<file path="config.mk">
export PLATFORM = sky130hd
export DESIGN_NAME = imem_boot_loader
export DESIGN_NICKNAME = d
export VERILOG_FILES = /design/src/rtl/imem_boot_loader_pkg.sv /design/src/rtl/imem_boot_loader_boot_word_assembler.sv /design/src/rtl/imem_boot_loader.sv
export SDC_FILE = /design/constraint.sdc
export NUM_CORES = 1
export LEC_CHECK = 0
export ABC_AREA = 1
export CORE_ASPECT_RATIO = 0.5
export CORE_MARGIN = 5
export CORE_UTILIZATION = 43
export DETAILED_ROUTE_END_ITERATION = 8
export PLACE_DENSITY = 0.66
export SLEW_MARGIN = 20
export SYNTH_ARGS = -nofsm -noshare
export SYNTH_HDL_FRONTEND = slang
export SYNTH_HIERARCHICAL = 1
export SYNTH_SLANG_ARGS = --single-unit
export TNS_END_PERCENT = 30
</file>
<file path="constraint.sdc">
create_clock -name clk_i -period 1.9 [get_ports clk_i]
set_input_delay 0.38 -clock clk_i [delete_from_list [all_inputs] [get_ports clk_i]]
set_output_delay 0.38 -clock clk_i [all_outputs]
set_load 0.005 [all_outputs]
</file>
<file path="src/rtl/imem_boot_loader_pkg.sv">
// imem_boot_loader_pkg: shared types and constants for the boot loader
package imem_boot_loader_pkg;
    localparam int ADDR_W    = 12;
    localparam int INSTR_W   = 19;
    localparam int MAX_WORDS = 2 ** ADDR_W;

    typedef enum logic [3:0] {
        S_IDLE, S_LEN_LO, S_LEN_HI, S_B0, S_B1, S_B2, S_WRITE, S_CHK, S_DONE, S_ERR
    } state_e;

    localparam logic [1:0] ERR_NONE = 2'd0;
    localparam logic [1:0] ERR_LEN  = 2'd1;
    localparam logic [1:0] ERR_CSUM = 2'd2;
    localparam logic [1:0] ERR_PAD  = 2'd3;
endpackage

</file>
<file path="src/rtl/imem_boot_loader_boot_word_assembler.sv">
// boot_word_assembler: byte lanes, pad-bit check and running XOR of the stream
module boot_word_assembler
    import imem_boot_loader_pkg::*;
(
    input  logic               clk_i,
    input  logic               rst_ni,
    input  logic               clr_i,
    input  logic               acc_i,
    input  state_e             state_i,
    input  logic [7:0]         byte_i,
    output logic [INSTR_W-1:0] wdata_o,
    output logic               pad_bad_o,
    output logic [7:0]         csum_o
);
    logic [7:0]         b0_q, b1_q, csum_q;
    logic [INSTR_W-1:0] wdata_q;

    assign pad_bad_o = |byte_i[7:3];
    assign wdata_o   = wdata_q;
    assign csum_o    = csum_q;

    // capture lanes, latch a word only when its top byte has clean pad bits, fold bytes into the XOR
    always_ff @(posedge clk_i or negedge rst_ni) begin
        if (!rst_ni) begin
            b0_q    <= '0;
            b1_q    <= '0;
            wdata_q <= '0;
            csum_q  <= '0;
        end else begin
            if (acc_i && state_i == S_B0) b0_q <= byte_i;
            if (acc_i && state_i == S_B1) b1_q <= byte_i;
            if (acc_i && state_i == S_B2 && !pad_bad_o) wdata_q <= {byte_i[2:0], b1_q, b0_q};
            if (clr_i) csum_q <= '0;
            else if (acc_i) csum_q <= csum_q ^ byte_i;
        end
    end
endmodule

</file>
<file path="src/rtl/imem_boot_loader.sv">
// imem_boot_loader: loads a checksummed byte-stream image into instruction memory, halting the core until done
module imem_boot_loader
    import imem_boot_loader_pkg::*;
(
    input  logic               clk_i,
    input  logic               rst_ni,
    input  logic               start_i,
    input  logic               byte_valid_i,
    input  logic [7:0]         byte_data_i,
    output logic               byte_ready_o,
    output logic               imem_we_o,
    output logic [ADDR_W-1:0]  imem_addr_o,
    output logic [INSTR_W-1:0] imem_wdata_o,
    output logic               core_halt_o,
    output logic               done_o,
    output logic               error_o,
    output logic [1:0]         err_code_o
);
    state_e            state_q, state_d;
    logic [ADDR_W-1:0] addr_q, addr_d, last_q, last_d;
    logic [7:0]        lo_q, lo_d, csum;
    logic [1:0]        err_q, err_d;
    logic [15:0]       n;
    logic              acc, clr, pad_bad;

    assign byte_ready_o = state_q inside {S_LEN_LO, S_LEN_HI, S_B0, S_B1, S_B2, S_CHK};
    assign acc          = byte_valid_i && byte_ready_o;
    assign clr          = start_i && (state_q inside {S_IDLE, S_DONE, S_ERR});
    assign n            = {byte_data_i, lo_q};
    assign imem_we_o    = state_q == S_WRITE;
    assign imem_addr_o  = addr_q;
    assign core_halt_o  = state_q != S_DONE;
    assign done_o       = state_q == S_DONE;
    assign error_o      = state_q == S_ERR;
    assign err_code_o   = err_q;

    boot_word_assembler u_asm (
        .clk_i     (clk_i),
        .rst_ni    (rst_ni),
        .clr_i     (clr),
        .acc_i     (acc && state_q != S_CHK),
        .state_i   (state_q),
        .byte_i    (byte_data_i),
        .wdata_o   (imem_wdata_o),
        .pad_bad_o (pad_bad),
        .csum_o    (csum)
    );

    // state, write address (doubles as word counter), length and error registers
    always_ff @(posedge clk_i or negedge rst_ni) begin
        if (!rst_ni) begin
            state_q <= S_IDLE;
            addr_q  <= '0;
            last_q  <= '0;
            lo_q    <= '0;
            err_q   <= ERR_NONE;
        end else begin
            state_q <= state_d;
            addr_q  <= addr_d;
            last_q  <= last_d;
            lo_q    <= lo_d;
            err_q   <= err_d;
        end
    end

    // next-state: parse length, three bytes per word, one write cycle, then the checksum byte
    always_comb begin
        state_d = state_q;
        addr_d  = addr_q;
        last_d  = last_q;
        lo_d    = lo_q;
        err_d   = err_q;
        case (state_q)
            S_IDLE:   if (start_i) state_d = S_LEN_LO;
            S_LEN_LO: if (acc) begin
                lo_d    = byte_data_i;
                state_d = S_LEN_HI;
            end
            S_LEN_HI: if (acc) begin
                if (n != 16'd0 && n <= 16'(MAX_WORDS)) begin
                    last_d  = ADDR_W'(n - 16'd1);
                    state_d = S_B0;
                end else begin
                    err_d   = ERR_LEN;
                    state_d = S_ERR;
                end
            end
            S_B0:     if (acc) state_d = S_B1;
            S_B1:     if (acc) state_d = S_B2;
            S_B2:     if (acc) begin
                err_d   = pad_bad ? ERR_PAD : err_q;
                state_d = pad_bad ? S_ERR : S_WRITE;
            end
            S_WRITE:  begin
                state_d = addr_q == last_q ? S_CHK : S_B0;
                addr_d  = addr_q == last_q ? addr_q : addr_q + 1'b1;
            end
            S_CHK:    if (acc) begin
                err_d   = byte_data_i == csum ? ERR_NONE : ERR_CSUM;
                state_d = byte_data_i == csum ? S_DONE : S_ERR;
            end
            S_DONE, S_ERR: if (start_i) begin
                err_d   = ERR_NONE;
                addr_d  = '0;
                state_d = S_LEN_LO;
            end
            default:  state_d = S_IDLE;
        endcase
    end
endmodule
</file>
==> results list, run 1 <==
- From bottom edge to top edge, the die measures roughly 83 um.
- For the worst setup path, the data required time is 1.52 ns.
- Number of enable flip-flop cells after synthesis: 0
* Leak pwr: about 3.1 nW
- Detailed placement ended at an HPWL of just under 9 mm.
- Entering global routing, the biggest net connects 35 pins.
- Placed cell areas: ~5600 um2
* Post-layout minimum cycle time: between 1.5 and 2 ns
- Sorting the synthesized cells by area gives the leading types as sky130_fd_sc_hd__dfrtp_1, sky130_fd_sc_hd__nand2_1, sky130_fd_sc_hd__inv_1, sky130_fd_sc_hd__nand3_1, sky130_fd_sc_hd__nor2_1.
- Area share of the largest cell type after synthesis: between 40% and 50%
- Measured against its own limit, the worst slew margin works out to 68.2%.
- The number of slew-limit violations in the final report was 0.
- Area added between synthesis and finish: 30.9%
* Slowest stage cell on the critical path: sky130_fd_sc_hd__dfrtp_2
* Overall die area: roughly 13000 um2
* Post-Syn Area per Cell: 7.27 um2
- Placeable core region: around 10000 um2
- Top sig layer: met4
* Detailed router's first-iteration violation count: ~210
* Number of nets in the final layout: approximately 760
- The detail route stage leaves a number of antenna-violating nets equal to 0.
- The mapped netlist covers ~4600 um2.
- The initialized floorplan defines 26 standard-cell rows.
- Inserted Clock Buffers: 9
- The count of buffers added on input and output ports is 49.
- Most instantiated cells after synthesis: sky130_fd_sc_hd__nand2_1, sky130_fd_sc_hd__dfrtp_1, sky130_fd_sc_hd__inv_1, sky130_fd_sc_hd__nor2_1, sky130_fd_sc_hd__nand3_1
- For this run, the slowest stage of the critical path takes 0.44 ns.
- The H-tree was split into 3 levels.
* TritonCTS clock tree: done
* Global placer's final weighted congestion: between 0.8 and 0.9
- Detail Route met2 WL: about 5.4 mm
* Clock buffer depth: 2
- Outcome: finished with violations
- Number of distinct library cell variants in the gate-level netlist after synthesis: 34
- The initial antenna violation count was 0.
* Yosys top cell by area: sky130_fd_sc_hd__dfrtp_1
- The detailed router put a total of a little under 6 mm of wire on met1.
* Via count: ~4300
* Arrival time of the worst setup path: 1.53 ns
- Synth async-reset ratio: 100%
* Min-delay worst type: in -> async
* Worst Path Class, Setup: reg -> out
* Insertion delay of the later-clocked pin in the worst-skew pair: roughly 0.34 ns
- Min setup slack post-route: -0.0129 ns
- VDD IR max: ~600 uV
* CTS sink cnt: 81
- Among all cell types in the netlist, the one instantiated most often is sky130_fd_sc_hd__nand2_1.
- Final hold analysis gives a worst-case slack of -0.00616 ns.
- Setup repair after global routing could not meet its margin everywhere.
- Final sum of negative setup slack: -0.0129 ns
- Fill cells in the final layout number between 900 and 1000.
- Remaining routing DRC violations: 0
- Aggregate global-route resource usage: about a fifth
- Sequential cells were found to cover a little over two fifths of the synthesized design area.
- Total count of hold-check failures in the final report: 5
- Setup violations remaining at the end of the flow were counted as 1.
- Vias in the first global route: roughly 4400
- Main synth FF type: sky130_fd_sc_hd__dfrtp_1
- Critical path fanouts, max: 4
- Average detailed-routed wire length per instance: around 14 um
- STA classifies the critical path endpoint as an output port.
* Initial cell density of the core: around 45%
- Root buffer selected by CTS: sky130_fd_sc_hd__clkbuf_16
* Crit path from: state_q[1]
- Worst R2R Start: state_q[1]
* Syn_nets: 650
- Cell chain of the critical path: inv_1 -> nand2_1 -> nand2_2 -> o21ai_4 -> buf_4 -> dlygate4sd2_1
- During synthesis, Yosys emitted a total of 6 warnings.
* Routed met3 length: around 530 um
- At the pin with the least slew margin, the transition time is 0.477 ns.
- The pre-antenna-repair detailed-routing pass consisted of 5 iterations.
* Die Wd: 157 um
- On the final layout, the worst clock skew is roughly 0.0065 ns.
* Via count normalized by instance count: between 4 and 5
- Timing-limited maximum frequency: around 0.52 GHz
- Of the available clock period, the critical path in the final layout requires 101%.
* Share of post-route cells with drive strength above 1: between 15 and 20%
- Wire length reported by the detailed router: 12.0 mm
- 0 antenna diodes ended up in the layout.
* Areal power density over the cells: about 1200 nW/um2
- 50 I/O pins were placed.
- Global-route wire length before repair: a little over 20 mm
- The final reports fail on hold timing, setup timing.
- Max-cap violations in this run came to 0.
* Fin area: approximately 6000 um2
- Prior to clock tree synthesis, the placed netlist has a worst setup slack of -0.222 ns.
- Summed over all layers, the global routing overflow is 0.
- Post-CTS Hold Fix Bufs: 0
* Synth Register Bits: 81
* Kind of launch point of the worst setup path: flip-flop
- CTS clock-pin slew for the worst setup and hold paths: about 0.06 ns
- Synthesis produced a netlist whose cell count is roughly 640.
[final cells by class]
cell class	count	area [um2]	area share (%)
Multi-Input combinational cell	462	2260	37.4
Sequential cell	81	2030	33.6
Timing Repair Buffer	108	933	15.5
Inverter	78	295	4.89
Clock buffer	10	229	3.79
Tap cell	140	175	2.90
Clock inverter	6	115	1.91
[stage by stage]
| stage | instances | utilization [%] | hold slack [ns] | power (mW) |
|---|---|---|---|---|
| after floorplan | 635 | - | 0.0844 | 4.28 |
| after global placement | 862 | 53.8 | 0.370 | 5.16 |
| after detailed placement | 862 | 53.8 | 0.370 | 5.23 |
| after CTS | 884 | 57.9 | 0.00849 | 7.37 |
| after global routing | 885 | 58.4 | 0.0333 | 7.98 |
| final | 885 | 58.4 | -0.00616 | 7.43 |
[final timing paths]
| path | endpoint | slack (ns) | cells past startpoint |
|---|---|---|---|
| min reg2reg | last_q[0] | 0.46 | 1 |
| max in group asynchronous | imem_addr_o[0] | 1.30 | 2 |
| min in group clk_i | last_q[0] | 0.46 | 1 |
| max reg2reg | u_asm/b1_q[6] | 0.05 | 12 |
| max | byte_ready_o | -0.01 | 6 |
| min | u_asm/wdata_o[18] | -0.006 | 1 |
[routing by layer]
| layer | vias up | track usage, % |
|---|---|---|
| met5 | - | 0 |
| met1 | 2014 | 26.3 |
| li1 | 2217 | - |
| met4 | 0 | 5.51 |
| met2 | 97 | 30.9 |
| met3 | 17 | 4.47 |
[worst max-delay path: cells and delay by family (launching register included)]
kind	cells	cell delay (ns)
buffers and inverters	3	0.52
AO/OA/AOI/OAI	1	0.06
flip-flops	1	0.44
AND/OR/NAND/NOR	2	0.19
[where the power goes]
group,internal (mW),switching (mW)
clock,1.29,0.737
sequential,2.20,0.420
combinational,1.20,1.58
[sequential cells by signal, indices dropped and copies added (netlist names)]
| signal | cells |
|---|---|
| imem_addr_o | 12 |
| lo_q | 8 |
| u_asm/b1_q | 8 |
| u_asm/wdata_o | 19 |
| u_asm/csum_o | 8 |
| err_code_o | 2 |
| last_q | 12 |
| state_q | 4 |
| u_asm/b0_q | 8 |
[cells by family (layout without fill, tap and decap cells)]
kind of cell | count (synthesis) | in the layout | share of synthesized area (%)
AO/OA/AOI/OAI | 51 | 51 | 6.45
flip-flops | 81 | 81 | 43.9
adder cells (fa/ha/maj) | 3 | 3 | 0.814
XOR/XNOR | 10 | 10 | 1.90
AND/OR/NAND/NOR | 397 | 398 | 37.9
buffers and inverters | 93 | 202 | 9.00
[cells in the final DEF (no fill, tap or decap), types with 4 or more instances in the layout]
cell type	instances
sky130_fd_sc_hd__nor2_2	4
sky130_fd_sc_hd__xnor2_1	5
sky130_fd_sc_hd__xor2_1	5
sky130_fd_sc_hd__dfrtp_1	77
sky130_fd_sc_hd__o21ai_2	8
sky130_fd_sc_hd__nor3_1	6
sky130_fd_sc_hd__buf_4	57
sky130_fd_sc_hd__nand2_1	236
sky130_fd_sc_hd__nand3_1	48
sky130_fd_sc_hd__inv_1	73
sky130_fd_sc_hd__nand3_4	4
sky130_fd_sc_hd__a21oi_1	9
sky130_fd_sc_hd__inv_2	4
sky130_fd_sc_hd__nand4_1	19
sky130_fd_sc_hd__dfrtp_2	4
sky130_fd_sc_hd__clkdlybuf4s50_1	43
sky130_fd_sc_hd__clkbuf_16	9
sky130_fd_sc_hd__nor3b_1	8
sky130_fd_sc_hd__o21ai_1	5
sky130_fd_sc_hd__nor2_4	6
sky130_fd_sc_hd__o21ai_0	27
sky130_fd_sc_hd__nor2_1	51
[repair_timing]
action,4_1_cts,5_1_grt
gates cloned,0,1
resized for setup,20,16
pin swaps,5,3
endpoints found under the setup margin,32,64
buffers inserted,6,0
Power figures use the tool's default switching activity.
==> inputs of run 2 (changes only) <==
--- a/config.mk
+++ b/config.mk
@@ -11,7 +11,6 @@
 export CORE_UTILIZATION = 43
 export DETAILED_ROUTE_END_ITERATION = 8
 export PLACE_DENSITY = 0.66
-export SLEW_MARGIN = 20
 export SYNTH_ARGS = -nofsm -noshare
 export SYNTH_HDL_FRONTEND = slang
 export SYNTH_HIERARCHICAL = 1
==> results of run 2 <==
Final layout, timing and power as in run 1 (identical DEF).
==> inputs of run 3 (changes only) <==
--- a/config.mk
+++ b/config.mk
@@ -8,9 +8,11 @@
 export ABC_AREA = 1
 export CORE_ASPECT_RATIO = 0.5
 export CORE_MARGIN = 5
-export CORE_UTILIZATION = 43
+export CORE_UTILIZATION = 53
+export CTS_BUF_LIST = sky130_fd_sc_hd__clkbuf_8
 export DETAILED_ROUTE_END_ITERATION = 8
-export PLACE_DENSITY = 0.66
+export PLACE_DENSITY = 0.79
+export SETUP_SLACK_MARGIN = 0.5
 export SYNTH_ARGS = -nofsm -noshare
 export SYNTH_HDL_FRONTEND = slang
 export SYNTH_HIERARCHICAL = 1
==> results list, run 3 (synthesis gave the netlist of run 1 again) <==
- The run finished, with violations left.
* Violated checks: setup timing
* Least-Margin Pin Slew: 0.403 ns (-0.0737 ns)
- The starting density of the core was 53.7% (+9.1 points).
- The largest fanout of any net on the critical path came to 6 (+2).
- The worst slack after detailed placement is -0.240 ns (-0.0175 ns).
- Max reg flops: 19 (unchanged)
* HPWL Detailed: 8.14 mm (-7.0%)
* Maximum capacitance violations: 0 (unchanged)
* Aggregate global-route resource usage: 25.7% (+6.3 points)
- Leak pwr: 3.68 nW (+21%)
- Arrival time of the worst setup path: 2.28 ns (+0.75 ns)
- The core footprint came to 8590 um2 (-17%).
- The final hold slack came to 0.427 ns (+0.433 ns).
- The post-route clock skew came to 0.00888 ns (+0.00239 ns).
* Max-slew headroom: 72.9% (+4.7 points)
* Non-Filler Instances: 892 (+0.79%)
- The detailed-route wire length on metal 1 is 5.78 mm (-1.1%).
- The flip-flop and latch area came to 2040 um2 (+0.55%).
- Global-route wire length before repair: 22.4 mm (+8.0%)
- Slew Limit Fails: 0 (unchanged)
- The post-route clock period utilization came to 104% (+3.1 points).
* Vias in the first global route: 4666 (+5.9%)
* Kind of launch point of the worst setup path: flip-flop
- The maximum clock insertion buffer count was 2 (unchanged).
- The multi-input gate area in the final layout came to 2530 um2 (+12%).
- The initial antenna violation count came to 0 (unchanged).
* Slowest stage cell on the critical path: sky130_fd_sc_hd__dfrtp_2
* CTS H-Tree Depth: 3 (unchanged)
- The routed wire length per instance is 16.0 um (+18%).
* Areal power density over the cells: 1180 nW/um2 (-4.2%)
- The detailed router used layers up to and including met4.
- The remaining global-route overflow is 0 (unchanged).
* Insertion delay of the later-clocked pin in the worst-skew pair: 0.37 ns (+0.03 ns)
- Final count of negative-setup-slack endpoints: 34 (+33)
- The residual DRC count was 0 (unchanged).
- The chip height is 76.0 um (-8.7%).
* Die Wd: 142 um (-9.3%)
- The critical path is of the reg -> reg type.
- TritonCTS built the clock tree.
- Critical Path End Type: flip-flop
- Number of nets in the final layout: 786 (+4.1%)
- The number of placed instances with taps included is 832 (-3.5%).
- Detailed Routing Iterations Pass 1: 5 (unchanged)
- Global placer's final weighted congestion: 0.907 (+6.9%)
- The routed via count divided by cell count is 5.49 (+12%).
* Wire length reported by the detailed router: 14.3 mm (+19%)
* Std-Cell Rows: 24 (-7.7%)
- The achievable frequency came to 0.507 GHz (-3.0%).
- CTS clock-pin slew for the worst setup and hold paths: 0.08 ns (+0.02 ns)
- Most frequent standard cell in the layout excluding fill and tap cells: sky130_fd_sc_hd__nand2_1
* Most used cells in the layout excluding fill and tap cells: sky130_fd_sc_hd__nand2_1, sky130_fd_sc_hd__inv_1, sky130_fd_sc_hd__dfrtp_1, sky130_fd_sc_hd__buf_4, sky130_fd_sc_hd__nor2_1
- CTS sink cnt: 81 (unchanged)
- Traced cell by cell, the critical path runs through buf_6 -> nor2_4 -> nand2_2 -> o21ai_4 -> buf_6 -> nand2_4 -> nor2_4 -> buf_6 -> nand2_4 -> nor2_4 -> buf_6 -> buf_8 -> nand3_2 -> nand2_1.
- The routed wire length on met3 came to 958 um (+80%).
- The antenna cell count is 0 (unchanged).
* Cell seen most often among critical-path stages: sky130_fd_sc_hd__buf_6
- Slowest Stage Delay on Critical Path: 0.44 ns (about the same)
- Share of post-route cells with drive strength above 1: 28.1% (+12 points)
- The maximum number of pins on one net before global-route repair came to 63 (+80%).
* CP Data Required Time: 2.21 ns (+0.69 ns)
- Setup repair after global routing could not meet its margin everywhere.
* VDD IR max: 565 uV (-5.9%)
- Via count: 4899 (+13%)
- The die footprint is 10800 um2 (-17%).
* Port buffer count: 49 (unchanged)
* Filler instances: 586 (-39%)
* Min setup slack post-route: -0.0727 ns (-0.0598 ns)
- I/O pin count: 50 (unchanged)
* Total count of hold-check failures in the final report: 0 (-5)
- Detail Route met2 WL: 6.89 mm (+26%)
- Inserted Clock Buffers: 9 (unchanged)
* Root buffer selected by CTS: sky130_fd_sc_hd__clkbuf_8
- The initial detailed-routing violation count is 486 (+130%).
- DRT antenna net count: 0 (unchanged)
- The minimum clock period after layout is 1.97 ns (+0.0598 ns).
* Area added between synthesis and finish: 41.3%
- The path class of the tightest hold or removal check is in -> async.
## run 3: changes by cell type in the layout (fill, tap and decap cells not counted), sizes merged
cell           previous run  this run
dlymetal6s2s              0        26
clkbuf                   12        11
dlygate4sd3               0         1
nand3                    54        55
nand2                   242       244
bufinv                    3         2
clkinv                    1         2
dlygate4sd2               2         0
clkdlybuf4s50            43        10
buf                      61        95
clkdlybuf4s15             0         2
## run 3: worst paths after layout
path | from | to | slack (ns) | cells past startpoint
max | state_q[2] | u_asm/wdata_o[4] | -0.07 | 14
min | rst_ni | u_asm/wdata_o[15] | 0.43 | 2
max reg2reg | state_q[2] | u_asm/wdata_o[4] | -0.07 | 14
min reg2reg | err_code_o[0] | err_code_o[0] | 0.47 | 2
max in group asynchronous | rst_ni | imem_addr_o[9] | 0.84 | 3
min in group clk_i | err_code_o[0] | err_code_o[0] | 0.47 | 2
## run 3: what timing repair did
action / in CTS / in global routing
setup endpoints to repair: 119 / 117
pin swaps: 26 / 48
endpoints found under the hold margin: 19 / 0
gates cloned: 5 / 0
setup buffers: 37 / 2
hold buffers: 1 / 0
resized for setup: 101 / 100
## run 3: critical path, delay by kind of cell (launching register included)
| family | cells | cell delay [ns] |
|---|---|---|
| flops | 1 | 0.44 |
| compound gates | 1 | 0.08 |
| buf+inv | 5 | 0.66 |
| simple gates | 8 | 0.72 |
## run 3: metrics by stage
stage,total power [mW],cell area [um2],TNS (ns),util (%)
after floorplan,4.32,4640,0,-
after global placement,5.15,5500,-3.48,64.1
after detailed placement,5.23,5500,-4.62,64.1
after CTS,7.20,6260,0,72.9
after global routing,8.18,6520,-4.26,75.9
final,7.68,6520,-1.14,75.9
## run 3: cell type report
class | count | share of cell area (%)
clock buffers | 9 | 1.90
multi-input cells | 465 | 38.7
well taps | 117 | 2.24
clock inverters | 6 | 1.30
repair buffers | 136 | 19.9
inverters | 78 | 4.57
flip-flops and latches | 81 | 31.3
## run 3: where the power goes
group / leakage (nW) / internal (mW) / switching [mW] / total (mW)
Sequential: 1.05 / 2.20 / 0.412 / 2.61
Clock: 0.106 / 0.728 / 0.652 / 1.38
Combinational: 2.52 / 1.62 / 2.07 / 3.69
Total: 3.68 / 4.55 / 3.13 / 7.68
## run 3: layer usage
| metal | global-route usage [%] | vias up |
|---|---|---|
| li1 | - | 2291 |
| met3 | 5.58 | 74 |
| met1 | 33.8 | 2315 |
| met5 | 0 | - |
| met4 | 11.9 | 0 |
| met2 | 40.6 | 219 |
